### src/rtl/pingpong_shift_ctrl.sv
// pingpong_shift_ctrl: sequences two-bank (ping-pong) ownership for a writer and a reader
// and emits the one-cycle toggle pulses that steer the address-set stage shift enablers.
// Latency: wr_ack/rd_ack are combinational; addresses, flags and pulses update on the accepting edge.
// Backpressure: the writer stalls while its bank is full, and the reader stalls while its bank is empty.
//
// Ports:
//   clock, reset      rising-edge clock, async active-high reset
//   flush             synchronous realign/clear; overrides every accept
//   wr_req / wr_ack   producer handshake, wr_addr = {wrt_bank, wr_off}
//   rd_req / rd_ack   consumer handshake, rd_addr = {rd_bank, rd_off}
//   chng_wrt_shft     registered toggle pulse for the write-side enabler
//   chng_rd_shft      registered toggle pulse for the read-side enabler
//   wrt_bank, rd_bank mirrors of the address-set stage enablers
//   bank_full, level  per-bank full flags and their population count
module pingpong_shift_ctrl #(
  parameter int DEPTH_W = 4
) (
  input  logic               clock,
  input  logic               reset,
  input  logic               flush,
  input  logic               wr_req,
  output logic               wr_ack,
  output logic [DEPTH_W:0]   wr_addr,
  input  logic               rd_req,
  output logic               rd_ack,
  output logic [DEPTH_W:0]   rd_addr,
  output logic               chng_wrt_shft,
  output logic               chng_rd_shft,
  output logic               wrt_bank,
  output logic               rd_bank,
  output logic [1:0]         bank_full,
  output logic [1:0]         level
);

  localparam logic [DEPTH_W-1:0] LAST_OFF = '1;

  // Both FSMs are pure decodes of the full flags; no separate state register exists.
  typedef enum logic {W_FILL, W_WAIT} w_state_t;
  typedef enum logic {R_WAIT, R_DRAIN} r_state_t;

  logic [DEPTH_W-1:0] r_wr_off;
  logic [DEPTH_W-1:0] r_rd_off;
  logic               r_wrt_bank;
  logic               r_rd_bank;
  logic [1:0]         r_bank_full;
  logic               r_chng_wrt;
  logic               r_chng_rd;

  w_state_t           w_wr_state;
  r_state_t           w_rd_state;
  logic               w_wr_last;
  logic               w_rd_last;
  logic [1:0]         w_full_nxt;

  assign w_wr_state = r_bank_full[r_wrt_bank] ? W_WAIT : W_FILL;
  assign w_rd_state = r_bank_full[r_rd_bank]  ? R_DRAIN : R_WAIT;

  assign wr_ack = wr_req & ~flush & (w_wr_state == W_FILL);
  assign rd_ack = rd_req & ~flush & (w_rd_state == R_DRAIN);

  assign w_wr_last = wr_ack & (r_wr_off == LAST_OFF);
  assign w_rd_last = rd_ack & (r_rd_off == LAST_OFF);

  // Set and clear never hit the same bit in one cycle: a write needs the
  // bank empty, a read needs it full.
  always_comb begin
    w_full_nxt = r_bank_full;
    if (w_wr_last) w_full_nxt[r_wrt_bank] = 1'b1;
    if (w_rd_last) w_full_nxt[r_rd_bank]  = 1'b0;
  end

  always_ff @(posedge clock or posedge reset) begin
    if (reset) begin
      r_wr_off    <= '0;
      r_rd_off    <= '0;
      r_wrt_bank  <= 1'b0;
      r_rd_bank   <= 1'b0;
      r_bank_full <= 2'b00;
      r_chng_wrt  <= 1'b0;
      r_chng_rd   <= 1'b0;
    end else if (flush) begin
      r_wr_off    <= '0;
      r_rd_off    <= '0;
      r_wrt_bank  <= 1'b0;
      r_rd_bank   <= 1'b0;
      r_bank_full <= 2'b00;
      // A pointer that was 1 needs one toggle to bring its enabler back to 0.
      r_chng_wrt  <= r_wrt_bank;
      r_chng_rd   <= r_rd_bank;
    end else begin
      r_chng_wrt  <= 1'b0;
      r_chng_rd   <= 1'b0;
      r_bank_full <= w_full_nxt;
      if (wr_ack) begin
        if (w_wr_last) begin
          r_wr_off   <= '0;
          r_wrt_bank <= ~r_wrt_bank;
          r_chng_wrt <= 1'b1;
        end else begin
          r_wr_off   <= r_wr_off + 1'b1;
        end
      end
      if (rd_ack) begin
        if (w_rd_last) begin
          r_rd_off  <= '0;
          r_rd_bank <= ~r_rd_bank;
          r_chng_rd <= 1'b1;
        end else begin
          r_rd_off  <= r_rd_off + 1'b1;
        end
      end
    end
  end

  assign wr_addr       = {r_wrt_bank, r_wr_off};
  assign rd_addr       = {r_rd_bank, r_rd_off};
  assign chng_wrt_shft = r_chng_wrt;
  assign chng_rd_shft  = r_chng_rd;
  assign wrt_bank      = r_wrt_bank;
  assign rd_bank       = r_rd_bank;
  assign bank_full     = r_bank_full;
  assign level         = {1'b0, r_bank_full[0]} + {1'b0, r_bank_full[1]};

endmodule
### config.mk
export PLATFORM = sky130hd
export DESIGN_NAME = pingpong_shift_ctrl
export DESIGN_NICKNAME = d
export VERILOG_FILES = /design/src/rtl/pingpong_shift_ctrl.sv
export SDC_FILE = /design/constraint.sdc
export NUM_CORES = 1
export LEC_CHECK = 0
export CORE_ASPECT_RATIO = 1.4
export CORE_MARGIN = 1
export CORE_UTILIZATION = 40
export CTS_BUF_LIST = sky130_fd_sc_hd__clkbuf_16
export CTS_CLUSTER_DIAMETER = 100
export CTS_CLUSTER_SIZE = 12
export DETAILED_ROUTE_END_ITERATION = 16
export PLACE_DENSITY = 0.72
export SLEW_MARGIN = 20
export SYNTH_ARGS = -nofsm -noshare
export SYNTH_HDL_FRONTEND = slang
export SYNTH_SLANG_ARGS = --single-unit
### constraint.sdc
create_clock -name clock -period 1.5 [get_ports clock]
set_input_delay 0.225 -clock clock [delete_from_list [all_inputs] [get_ports clock]]
set_output_delay 0.225 -clock clock [all_outputs]
set_load 0.05 [all_outputs]
### Word-level counts from Yosys, hierarchy flattened

Index checks and enable logic that the tools add are counted.

| storage, ports and cells | value |
|---|---|
| input port bits | 5 |
| output and inout bits | 20 |
| register bits | 14 |
| word-level logic and storage cells | 68 |

| operators by class | value |
|---|---|
| reduce and logical (&&, ||, !) cells | 8 |
| equal/unequal tests | 2 |
| multiplexer cells | 31 |
| bitwise logic cells | 13 |
| $lt $le $gt $ge | 4 |
| $add $sub $neg | 3 |

Operator list:

| operator | count |
|---|---|
| $mux W4 | 6 |
| $mux W1 | 20 |
| $add A4 B1 Y4 const B | 2 |
| $eq A4 B4 Y1 const B | 2 |
| $reduce_bool A2 Y1 | 4 |
| $and A1 B1 Y1 | 6 |
| $mux W2 | 3 |
| $lt A1 B2 Y1 const B | 2 |
| $not A1 Y1 | 4 |
| $reduce_and A2 Y1 | 2 |
| $add A1 B1 Y2 | 1 |
| $and A2 B2 Y2 | 1 |
| $demux W1 S1 | 2 |
| $ge A1 B1 Y1 const B | 2 |
| $logic_and A1 B1 Y1 | 2 |
| $not A2 Y2 | 1 |
| $or A2 B2 Y2 | 1 |

### Depth between registers and ports, before layout

| logic depth | value |
|---|---|
| depth after elaboration | 10 |
| mapped depth | 5 |

### Worst setup path before layout

Ideal clock, no wire load.

| path | value |
|---|---|
| path kind | reg2reg |
| start | reg r_rd_bank, in the netlist rd_bank |
| end | reg r_rd_bank, in the netlist rd_bank |
| path slack | -681 ps |
| required time | 1413 ps |
| clock period less this slack | 2181 ps |
| data arrival time | 2095 ps |
| cell stages (with the launch flop) | 5 |
| cell sequence | dfrtp_1 > mux2i_1 > nor3b_4 > and4_4 > mux2i_1 |

| between the ends | value |
|---|---|
| word-level cells in the longest chain between the ends | 7 |

Ends and longest elaborated chain:

| what | RTL line | text |
|---|---|---|
| start, declared | 44 | `logic r_rd_bank;` |
| start signal, assigned | 106 | `r_rd_bank <= ~r_rd_bank;` |
| $mux W1 (implied by the code) * (2 in series) | 56 | `assign w_rd_state = r_bank_full[r_rd_bank] ? R_DRAIN : R_WAIT;` |
| $mux W1 * | 56 |  |
| $and A1 B1 Y1 * | 59 | `assign rd_ack = rd_req & ~flush & (w_rd_state == R_DRAIN);` |
| named net rd_ack | 25 | `output logic rd_ack,` |
| $and A1 B1 Y1 | 62 | `assign w_rd_last = rd_ack & (r_rd_off == LAST_OFF);` |
| $reduce_bool A2 Y1 (no source line) | -- |  |
| $reduce_and A2 Y1 (no source line) * | -- |  |

Mark *: on every way through the listed nets, which the timed path passes. The rest lies on a longest branch. The select of a mux whose other input is x is not followed.
A chain may end at the register's enable or synchronous reset.

### Final worst setup path

| path | value |
|---|---|
| start | reg r_wrt_bank, in the netlist wrt_bank |
| end | out wr_ack |

| between the ends | value |
|---|---|
| word-level cells in the longest chain between the ends | 5 |

Ends and longest elaborated chain:

| what | RTL line | text |
|---|---|---|
| start, declared | 43 | `logic r_wrt_bank;` |
| start signal, assigned | 97 | `r_wrt_bank <= ~r_wrt_bank;` |
| $mux W1 (implied by the code) (2 in series) | 55 | `assign w_wr_state = r_bank_full[r_wrt_bank] ? W_WAIT : W_FILL;` |
| $mux W1 | 55 |  |
| $not A1 Y1 | 58 | `assign wr_ack = wr_req & ~flush & (w_wr_state == W_FILL);` |
| $and A1 B1 Y1 | 58 |  |
| end, declared | 22 | `output logic wr_ack,` |

Every way passes these cells. The select of a mux whose other input is x is not followed.

==> results.ini <==
[power]
pwr-share-seq=0.371
peakVddDrop_uv=697
pwr-share-comb=0.135
pwr-share-clk=0.495
p_sw_mw=0.246
total_power_mw=1.05
leakage_nw=0.671
power_density_nw_per_um2=691
intPower_mw=0.809
swShare=0.233

[routing]
drt_iter0_drc=9
totalWireLength_mm=2.54
dr.pass1.iters=4
routed_via_density=5.44
drc=0
ant_nets=0
wl_per_cell_um=19.6
vias=707

[place]
io_buffer_count=24
gp_congestion=0.729
place_ws_ns=-0.140
placed_area_um2=1310
hpwl_mm=1.35

[sta]
finalCriticalPeriod_ns=1.68
fmax_mhz=596
fin_skew_ns=0.00545
drv_slew=0
maxSlewHeadroom=0.626
setup_viol=9
tightest_slew_ns=0.560
fin_crit_sh=1.12
grt_setup_unrepaired=yes
holdWs_ns=0.329
finalHoldViolCount=0
setup_ws_ns=-0.179

[grt]
antenna_found_initial=0
grtUsageTotal=0.243
grt_busiest_layer=met2
gr-total-overflow=0
met2_usage=0.461
grt_pass1_wl_mm=3.34
met1_usage=0.261
grt_max_degree=15
grt_pass1_vias=705
use_met3=0.0372

[worst_setup_path]
worst-r2r-cell-count=5
startpoint_type=flop
path_max_fanout=2
endpoint_kind=primary output
worstPathArrival_ns=1.45
critPathKind=reg2out
required_ns=1.27
path_cells=mux2_4 -> nor3b_4 -> buf_6 -> buf_12
crit_slowest_cell=dfrtp_2
worst_path_largest_cell_delay_ns=0.41

[status]
outcome=finished with violations
violations=negative setup slack

[final_layout]
final_cell_mix=buf_12, buf_4, dfrtp_2, dfrtp_1
antennaDiodeCount=0
multi_input_area_um2=460
finalNetCount=119
regArea_um2=359
fill_cells=92
drive_gt1_frac=0.645
final_area_um2=1530
areaGrowthSynthToFinish_pct=99.7

[clock_tree]
clock_path_buffers=2
hold_buffers=0
clock-sinks=14
worstSkewPairLatency_ns=0.25
cts_buffers=3
h-tree-depth=1
cts-root-buf=clkbuf_16
path_clk_slew_ns=0.05
cts_tree=done

[logic_synthesis]
ys_seq_area_frac=0.458
syn_inst=65
synthMuxAreaShare=0.0851
syn_avg_cell_area_um2=11.8
synth-compound-area-share=0.116
ys.warnings.count=0
synth_xor_xnor_area_share=0.0229
synthAdderAreaFrac=0.0491
ys_types=25
synth-simple-area-share=0.224
synth_area_um2=764
syn_nets=73
ys_ff_latch=14
synth_top_family_by_area=simple AND/OR/NAND/NOR gates

[floorplan]
die_width_um=38.9
rows=18
initial_core_util=0.430
dieArea_um2=2090
die_y_um=53.7
ioPinCount=25
core_um2=1780

[job]
max_cap_violations=0

[min_path]
hold_class=in2async

-- cell usage after synthesis --
master	number	area, µm²
and4b_2	1	11.3
a21oi_1	4	20.0
nor4b_4	1	23.8
ha_1	3	37.5
nand2b_1	5	31.3
nor3b_4	2	37.5
a41oi_1	2	17.5
dfrtp_1	14	350
nand2_1	4	15.0
and4_4	1	11.3
and4b_1	1	10.0
buf_4	2	15.0
a21o_2	1	8.76
clkbuf_1	2	7.51
o21ai_0	2	10.0
mux2i_1	5	50.1
nor2_1	1	3.75
xnor2_1	2	17.5
nor3_1	3	15.0
a21o_1	1	7.51
nand3_1	1	5.00
mux2_4	1	15.0
or2b_1	1	7.51
a211oi_2	2	25.0
inv_1	3	11.3
-- kinds of logic (layout without fill, tap and decap cells) --
group,Yosys count,after routing
muxes,6,6
DFF,14,14
buffers and inverters,7,52
adders and majority gates,3,3
xor gates and xnor gates,2,2
and+or+nand+nor,21,21
AOI/OAI and AO/OA,12,12
-- sequential cells by signal, summed over array words and instances, names as in the netlist --
register       cells
r_rd_off           4
r_wr_off           4
bank_full          2
chng_rd_shft       1
chng_wrt_shft      1
rd_bank            1
wrt_bank           1
-- area by class of cell --
| cell class | instances | area share |
|---|---|---|
| flip-flops and latches | 14 | 0.235 |
| multi-input cells | 44 | 0.302 |
| well taps | 20 | 0.0164 |
| repair buffers | 45 | 0.388 |
| inverters | 3 | 0.00738 |
| clock buffers | 3 | 0.0492 |
| clock inverters | 1 | 0.00246 |
-- critical path: cells and delay by family, from the launching register on --
| family | cells | cell delay, ns |
|---|---|---|
| muxes | 1 | 0.33 |
| buffers and inverters | 2 | 0.25 |
| and+or+nand+nor | 1 | 0.21 |
| DFF | 1 | 0.41 |
-- routing by layer --
layer,share of wire,routed length (µm)
met5,0,0
met4,0.022,57
met3,0.020,52
met2,0.57,1450
met1,0.39,984
-- power by group through the flow --
| stage | combinational, mW | clock [mW] | sequential, mW |
|---|---|---|---|
| floorplan | 0.0377 | 0 | 0.416 |
| global placement | 0.122 | 0 | 0.396 |
| detailed placement | 0.124 | 0 | 0.396 |
| CTS | 0.131 | 0.510 | 0.390 |
| global route | 0.150 | 0.533 | 0.391 |
| finish | 0.142 | 0.522 | 0.391 |
-- final timing paths --
| path | to | slack (ns) | start |
|---|---|---|---|
| setup reg to reg | r_wr_off[3] | -0.13 | wrt_bank |
| max in group asynchronous | rd_bank | 0.76 | reset |
| setup / recovery | wr_ack | -0.18 | wrt_bank |
| hold reg to reg | r_wr_off[2] | 0.57 | r_wr_off[2] |
| min in group clock | r_wr_off[2] | 0.57 | r_wr_off[2] |
| hold / removal | r_wr_off[3] | 0.33 | reset |
-- timing repair --
action                     in CTS  in global routing
setup buffers                   6                  1
pin swaps                       2                  6
setup endpoints to repair       6                 11
gates resized for setup         7                 10
gates cloned                    0                  0
-- metrics by stage --
step	instances	TNS, ns	utilization
after global routing	130	-0.981	0.858
after global placement	119	-0.247	0.736
after CTS	129	-0.325	0.828
after floorplan	65	-5.01	-
after detailed placement	119	-0.630	0.736
final	130	-0.630	0.858
No activity file was read; power rests on OpenSTA's default activity.
